`src/rtl/spi_regs_pkg.sv`:
```
// Shared types and constants for the SPI register-bank access controller.
// Holds the FSM state encoding and the error-counter width and saturation value.
package spi_regs_pkg;

    typedef enum logic [1:0] {
        IDLE = 2'd0,
        EXEC = 2'd1,
        RESP = 2'd2
    } state_t;

    localparam int                   ERR_CNT_W   = 8;
    localparam logic [ERR_CNT_W-1:0] ERR_CNT_MAX = 8'hFF;

endpackage

```
`src/rtl/module_reg_access_ctrl_if.sv`:
```
// Host request/response port and register-bank strobe/read-back bus of the access controller.
// The slave modport is the controller side; the master modport is the host/bank side.
interface module_reg_access_ctrl_if
    import spi_regs_pkg::*;
#(
    parameter int NUM_REGS = 4,
    parameter int ADDR_W   = 2,
    parameter int DATA_W   = 32
) ();

    logic                         req_i;
    logic                         we_i;
    logic [ADDR_W-1:0]            addr_i;
    logic [DATA_W-1:0]            wdata_i;
    logic                         err_clr_i;
    logic [NUM_REGS*DATA_W-1:0]   rd_data_i;
    logic [NUM_REGS-1:0]          wr_en_o;
    logic [DATA_W-1:0]            wr_data_o;
    logic [DATA_W-1:0]            rdata_o;
    logic                         ack_o;
    logic                         err_o;
    logic                         busy_o;
    logic [ERR_CNT_W-1:0]         err_cnt_o;

    modport slave (
        input  req_i, we_i, addr_i, wdata_i, err_clr_i, rd_data_i,
        output wr_en_o, wr_data_o, rdata_o, ack_o, err_o, busy_o, err_cnt_o
    );

    modport master (
        output req_i, we_i, addr_i, wdata_i, err_clr_i, rd_data_i,
        input  wr_en_o, wr_data_o, rdata_o, ack_o, err_o, busy_o, err_cnt_o
    );

endinterface

```
`src/rtl/module_onehot_decoder.sv`:
```
// Combinational address-to-one-hot decoder; zero output when disabled or addr_i >= N.
// No latency, no backpressure.
module module_onehot_decoder #(
    parameter int N      = 4,
    parameter int ADDR_W = 2
) (
    input  logic              en_i,
    input  logic [ADDR_W-1:0] addr_i,
    output logic [N-1:0]      onehot_o
);

    always_comb begin
        onehot_o = '0;
        for (int i = 0; i < N; i++) begin
            onehot_o[i] = en_i && (addr_i == ADDR_W'(i));
        end
    end

endmodule

```
`src/rtl/module_reg_access_ctrl.sv`:
```
// Register-bank access controller: one request -> registered strobe (k+1) -> ack/err (k+2).
// No queuing: requests arriving while busy are ignored; requester must hold or re-issue.
module module_reg_access_ctrl
    import spi_regs_pkg::*;
#(
    parameter int                  NUM_REGS = 4,
    parameter int                  ADDR_W   = 2,
    parameter int                  DATA_W   = 32,
    parameter logic [NUM_REGS-1:0] RO_MASK  = '0
) (
    input  logic                      clk_i,
    input  logic                      rst_n_i,
    module_reg_access_ctrl_if.slave   bus
);

    state_t               state_q, state_d;
    logic [ADDR_W-1:0]    addr_q, addr_d;
    logic                 we_q, we_d;
    logic [DATA_W-1:0]    wdata_q, wdata_d;
    logic                 err_q, err_d;
    logic [NUM_REGS-1:0]  wr_en_q, wr_en_d;
    logic [DATA_W-1:0]    wr_data_q, wr_data_d;
    logic [DATA_W-1:0]    rdata_q, rdata_d;
    logic                 ack_q, ack_d;
    logic                 err_out_q, err_out_d;
    logic                 busy_q, busy_d;
    logic [ERR_CNT_W-1:0] err_cnt_q, err_cnt_d;

    logic                 ro_hit;
    logic                 req_err;
    logic                 err_inc;
    logic                 dec_en;
    logic [NUM_REGS-1:0]  dec_onehot;
    logic [DATA_W-1:0]    rd_sel;

    // Decode by equality so out-of-range addresses never index RO_MASK or rd_data_i.
    always_comb begin
        ro_hit = 1'b0;
        rd_sel = '0;
        for (int i = 0; i < NUM_REGS; i++) begin
            if (bus.addr_i == ADDR_W'(i)) ro_hit = RO_MASK[i];
            if (addr_q == ADDR_W'(i))     rd_sel = bus.rd_data_i[i*DATA_W +: DATA_W];
        end
        req_err = (32'(bus.addr_i) >= NUM_REGS) || (bus.we_i && ro_hit);
        dec_en  = (state_q == IDLE) && bus.req_i && bus.we_i && !req_err;
    end

    module_onehot_decoder #(
        .N      (NUM_REGS),
        .ADDR_W (ADDR_W)
    ) u_dec (
        .en_i     (dec_en),
        .addr_i   (bus.addr_i),
        .onehot_o (dec_onehot)
    );

    always_comb begin
        state_d   = state_q;
        addr_d    = addr_q;
        we_d      = we_q;
        wdata_d   = wdata_q;
        err_d     = err_q;
        wr_en_d   = '0;
        wr_data_d = wr_data_q;
        rdata_d   = rdata_q;
        ack_d     = 1'b0;
        err_out_d = 1'b0;
        busy_d    = busy_q;
        case (state_q)
            IDLE: begin
                if (bus.req_i) begin
                    state_d = EXEC;
                    addr_d  = bus.addr_i;
                    we_d    = bus.we_i;
                    wdata_d = bus.wdata_i;
                    err_d   = req_err;
                    busy_d  = 1'b1;
                    wr_en_d = dec_onehot;
                    if (dec_en) wr_data_d = bus.wdata_i;
                end
            end
            EXEC: begin
                state_d   = RESP;
                ack_d     = 1'b1;
                err_out_d = err_q;
                if (!we_q) rdata_d = err_q ? '0 : rd_sel;
            end
            RESP: begin
                state_d = IDLE;
                busy_d  = 1'b0;
            end
            default: begin
                state_d = IDLE;
                busy_d  = 1'b0;
            end
        endcase
    end

    // A clear coinciding with an increment leaves the count at one, not zero.
    always_comb begin
        err_inc   = (state_q == EXEC) && err_q;
        err_cnt_d = err_cnt_q;
        if (bus.err_clr_i) begin
            err_cnt_d = err_inc ? ERR_CNT_W'(1) : '0;
        end else if (err_inc && (err_cnt_q != ERR_CNT_MAX)) begin
            err_cnt_d = err_cnt_q + ERR_CNT_W'(1);
        end
    end

    always_ff @(posedge clk_i or negedge rst_n_i) begin
        if (!rst_n_i) begin
            state_q   <= IDLE;
            addr_q    <= '0;
            we_q      <= 1'b0;
            wdata_q   <= '0;
            err_q     <= 1'b0;
            wr_en_q   <= '0;
            wr_data_q <= '0;
            rdata_q   <= '0;
            ack_q     <= 1'b0;
            err_out_q <= 1'b0;
            busy_q    <= 1'b0;
            err_cnt_q <= '0;
        end else begin
            state_q   <= state_d;
            addr_q    <= addr_d;
            we_q      <= we_d;
            wdata_q   <= wdata_d;
            err_q     <= err_d;
            wr_en_q   <= wr_en_d;
            wr_data_q <= wr_data_d;
            rdata_q   <= rdata_d;
            ack_q     <= ack_d;
            err_out_q <= err_out_d;
            busy_q    <= busy_d;
            err_cnt_q <= err_cnt_d;
        end
    end

    assign bus.wr_en_o   = wr_en_q;
    assign bus.wr_data_o = wr_data_q;
    assign bus.rdata_o   = rdata_q;
    assign bus.ack_o     = ack_q;
    assign bus.err_o     = err_out_q;
    assign bus.busy_o    = busy_q;
    assign bus.err_cnt_o = err_cnt_q;

endmodule

```
`src/flat_wrapper.sv`:
```
// flat-port wrapper written by rule: the top's interface ports become plain ports
module module_reg_access_ctrl_flat import spi_regs_pkg::*;
#(
    parameter int                  NUM_REGS = 4,
    parameter int                  ADDR_W   = 2,
    parameter int                  DATA_W   = 32,
    parameter logic [NUM_REGS-1:0] RO_MASK  = '0
)
  (clk_i, rst_n_i, bus_req_i, bus_we_i, bus_addr_i, bus_wdata_i, bus_err_clr_i, bus_rd_data_i, bus_wr_en_o, bus_wr_data_o, bus_rdata_o, bus_ack_o, bus_err_o, bus_busy_o, bus_err_cnt_o);
  module_reg_access_ctrl_if #(.NUM_REGS(NUM_REGS), .ADDR_W(ADDR_W), .DATA_W(DATA_W)) bus_i ();
  input  logic clk_i;
  input  logic rst_n_i;
  input wire logic [$bits(bus_i.req_i)-1:0] bus_req_i;
  input wire logic [$bits(bus_i.we_i)-1:0] bus_we_i;
  input wire logic [$bits(bus_i.addr_i)-1:0] bus_addr_i;
  input wire logic [$bits(bus_i.wdata_i)-1:0] bus_wdata_i;
  input wire logic [$bits(bus_i.err_clr_i)-1:0] bus_err_clr_i;
  input wire logic [$bits(bus_i.rd_data_i)-1:0] bus_rd_data_i;
  output wire logic [$bits(bus_i.wr_en_o)-1:0] bus_wr_en_o;
  output wire logic [$bits(bus_i.wr_data_o)-1:0] bus_wr_data_o;
  output wire logic [$bits(bus_i.rdata_o)-1:0] bus_rdata_o;
  output wire logic [$bits(bus_i.ack_o)-1:0] bus_ack_o;
  output wire logic [$bits(bus_i.err_o)-1:0] bus_err_o;
  output wire logic [$bits(bus_i.busy_o)-1:0] bus_busy_o;
  output wire logic [$bits(bus_i.err_cnt_o)-1:0] bus_err_cnt_o;
  assign bus_i.req_i = bus_req_i;
  assign bus_i.we_i = bus_we_i;
  assign bus_i.addr_i = bus_addr_i;
  assign bus_i.wdata_i = bus_wdata_i;
  assign bus_i.err_clr_i = bus_err_clr_i;
  assign bus_i.rd_data_i = bus_rd_data_i;
  assign bus_wr_en_o = bus_i.wr_en_o;
  assign bus_wr_data_o = bus_i.wr_data_o;
  assign bus_rdata_o = bus_i.rdata_o;
  assign bus_ack_o = bus_i.ack_o;
  assign bus_err_o = bus_i.err_o;
  assign bus_busy_o = bus_i.busy_o;
  assign bus_err_cnt_o = bus_i.err_cnt_o;
  module_reg_access_ctrl #(.NUM_REGS(NUM_REGS), .ADDR_W(ADDR_W), .DATA_W(DATA_W), .RO_MASK(RO_MASK)) u_core (.clk_i(clk_i), .rst_n_i(rst_n_i), .bus(bus_i));
endmodule
```
`config.mk`:
```
export PLATFORM = sky130hd
export DESIGN_NAME = module_reg_access_ctrl_flat
export DESIGN_NICKNAME = d
export VERILOG_FILES = /design/src/rtl/spi_regs_pkg.sv /design/src/rtl/module_reg_access_ctrl_if.sv /design/src/rtl/module_onehot_decoder.sv /design/src/rtl/module_reg_access_ctrl.sv /design/src/flat_wrapper.sv
export SDC_FILE = /design/constraint.sdc
export NUM_CORES = 1
export LEC_CHECK = 0
export CORE_MARGIN = 1
export CORE_UTILIZATION = 37
export DETAILED_ROUTE_END_ITERATION = 10
export PLACE_DENSITY = 0.88
export SETUP_SLACK_MARGIN = 0.2
export SYNTH_ARGS = -nofsm -noshare
export SYNTH_HDL_FRONTEND = slang
export SYNTH_SLANG_ARGS = --single-unit
```
`constraint.sdc`:
```
create_clock -name clk_i -period 2.1 [get_ports clk_i]
set_clock_uncertainty 0.2 [all_clocks]
set_input_delay 0.42 -clock clk_i [delete_from_list [all_inputs] [get_ports clk_i]]
set_output_delay 0.42 -clock clk_i [all_outputs]
set_load 0.03 [all_outputs]
```
==> results.md <==
* Critical path peak fanout at 12
* Fmax at 0.5411 GHz
* Unique cell type count in the Yosys netlist at 21
* Hold/Removal Path Class: flip-flop to flip-flop
* N_diodes at 0
* Hold Vio Cnt, Final at 0
* Avg WL per Cell at 17.17 microns
* Starting DRT DRC Count at 37
* Synth Instances at 213
* Die area at 10600 sq um
* Area contributors post-synth: dfrtp_1 (50%), mux4_2 (17%), mux2_4 (12%)
* Num rows at 36
* Post-Syn Area at 3771 sq um
* Fin crit share at 0.8801
* CP endpoint kind: flip-flop
* Placed Cells incl. Taps at 576
* Post-Place Cell Area at 6305 sq um
* Port bufs at 235
* Status: completed
* CTS Sinks at 75
* I/O pin count at 246
* Vias per Instance at 4.722
* Count leader, synth: dfrtp_1
* Post-synth ARST share at 1.000
* Clock transition at path regs at 0.08 ns
* Die Wd at 103.0 microns
* Yosys top cell by area: dfrtp_1
* Critical Path AT at 1.88 ns
* Final Hold Slack at 0.2995 ns
* Final Util at 0.6602
* Drt pass-1 iters at 4
* FF+latch count, synth at 75
* Fillers at 777
* Crit start category: input port
* CP peak stage delay at 0.48 ns
* Dpl hpwl at 8.190 mm
* Final Max Slew Viols at 0
* CP Cell Sequence: clkdlybuf4s50_1 -> nor4bb_4 -> buf_4 -> buf_8 -> mux2_2
* Area of the core at 9819 sq um
* Critical path class: input port to flip-flop
* Die height at 103.0 microns
* Max rail drop VDD at 430.6 uV
* Worst-skew pair later-pin latency at 0.34 ns
* Post-Layout Cell Count at 593
* Number of setup violations in the final report at 0
* CTS tree: yes
* Routed WL at 10.18 mm
* Initial Utilization at 0.3840
* Max Cap Viol at 0
* Vias at 2800
* Max clock buf depth at 2
* Synthesis-to-finish area growth at 71.90%
* Ys flop type: dfrtp_1
* Pwr/cell area at 1084 nW/um^2
* Root buf cell: clkbuf_8
* Yosys warns at 0
* Number of synthesized flops with an enable pin at 0
* RSZ-0062 raised after global routing: no
* Share of layout cells above drive strength 1 at 0.2739
* Cts bufs inserted at 9
* First-pass GRT wire length at 14.66 mm
* Post-route minimum period at 1.848 ns
* Critical Path RT at 2.13 ns
* CP max-delay cell: clkdlybuf4s50_1
* DRC errors left at 0
* Register area share after synthesis at 0.4977
* Largest net degree at the start of global routing at 36
* Antenna viol nets, final at 0
* Synth top area share at 0.4977
* Fin nets at 624
* Commonest cells post-synth: dfrtp_1 (75), mux2_2 (37), mux2_4 (29), mux4_2 (29), buf_4 (15)
* Post-route cell area at 6482 sq um
* Initial antenna violation count at 0
* GRT overflow at 0
* Leakage power at 0.002798 uW
* Vias in the first global route at 2990
* Gp weighted congestion at 0.7097
* # H-tree levels at 3
* GRT Overall Usage at 0.1916
* Syn Area/Cell at 17.70 sq um
==> cell type report <==
| type | instances | area [sq um] | share of cell area |
|---|---|---|---|
| Timing Repair Buffer | 249 | 2482 | 0.3829 |
| Multi-Input combinational cell | 119 | 1729 | 0.2667 |
| Tap cell | 133 | 166.4 | 0.02567 |
| Inverter | 3 | 11.26 | 0.001737 |
| Clock buffer | 12 | 155.1 | 0.02393 |
| Clock inverter | 2 | 60.06 | 0.009265 |
| Sequential cell | 75 | 1878 | 0.2897 |
==> logic make-up after synthesis <==
group                  after synthesis  share of synthesized area
multiplexers                        98                     0.4200
flip-flops                          75                     0.4977
buffers and inverters               27                    0.05740
AND/OR/NAND/NOR                     10                    0.02057
AO/OA/AOI/OAI                        2                   0.003317
other                                1                  0.0009944
==> placed cells by master (no fill, tap or decap), drive strengths merged <==
cell / count
nor3: 2
inv: 3
nor3b: 1
buf: 13
dfrtp: 75
mux2: 66
and3: 2
clkdlybuf4s50: 164
nand4bb: 1
dlygate4sd2: 70
conb: 9
clkbuf: 13
nor2b: 2
a21o: 1
nor4bb: 1
bufinv: 2
o21ai: 1
dlygate4sd3: 1
or3b: 1
mux4: 32
==> metrics by stage <==
| step | power [uW] | worst slack (ns) | TNS, ns |
|---|---|---|---|
| global placement | 6153 | -0.09538 | -2.229 |
| global route | 7362 | 0.2032 | 0 |
| finish | 7026 | 0.2519 | 0 |
| CTS | 7106 | 0.2112 | 0 |
| floorplan | 4608 | 0.4020 | 0 |
| detailed placement | 6252 | -0.1690 | -3.857 |
==> what timing repair did <==
item | in CTS | in global routing
hold endpoints to repair | 32 | 0
gates resized for setup | 70 | 2
gates cloned | 0 | 1
endpoints found under the setup margin | 70 | 12
hold buffers | 1 | 0
buffers inserted | 0 | 1
pin swaps | 0 | 1
==> power by group <==
group | switching, uW | internal (uW)
clock | 491 | 722
combinational | 1800 | 1750
sequential | 292 | 1970
total | 2590 | 4440
==> routing by layer <==
layer / routed length (microns) / vias to the layer above / GRT usage
li1: - / 1275 / -
met1: 3494 / 1368 / 0.1907
met2: 5610 / 144 / 0.3656
met3: 883 / 13 / 0.05220
met4: 191 / 0 / 0.09209
met5: 0 / - / 0
==> state kept, by name, indices dropped and copies added (netlist names) <==
signal,count
u_core.bus.rdata_o,32
u_core.bus.wr_data_o,32
u_core.bus.wr_en_o,4
u_core.addr_q,2
u_core.state_q,2
u_core.bus.ack_o,1
u_core.bus.busy_o,1
u_core.we_q,1
==> final timing paths <==
check / start / endpoint / slack (ns) / cells past startpoint
min in group asynchronous: rst_n_i / u_core.bus.rdata_o[4] / 0.39 / 2
max in group asynchronous: rst_n_i / u_core.bus.wr_data_o[14] / 0.75 / 3
setup reg to reg: u_core.state_q[1] / u_core.bus.wr_data_o[28] / 0.30 / 4
setup / recovery: bus_we_i / u_core.bus.wr_data_o[28] / 0.25 / 5
hold reg to reg: u_core.bus.wr_data_o[20] / u_core.bus.wr_data_o[20] / 0.30 / 1
hold / removal: u_core.bus.wr_data_o[20] / u_core.bus.wr_data_o[20] / 0.30 / 1
==> critical path: cells and delay by family <==
family,cells,cell delay [ns]
AND/OR/NAND/NOR,1,0.27
multiplexers,1,0.35
buffers and inverters,3,0.83
No activity file was read; power rests on OpenSTA's default activity.
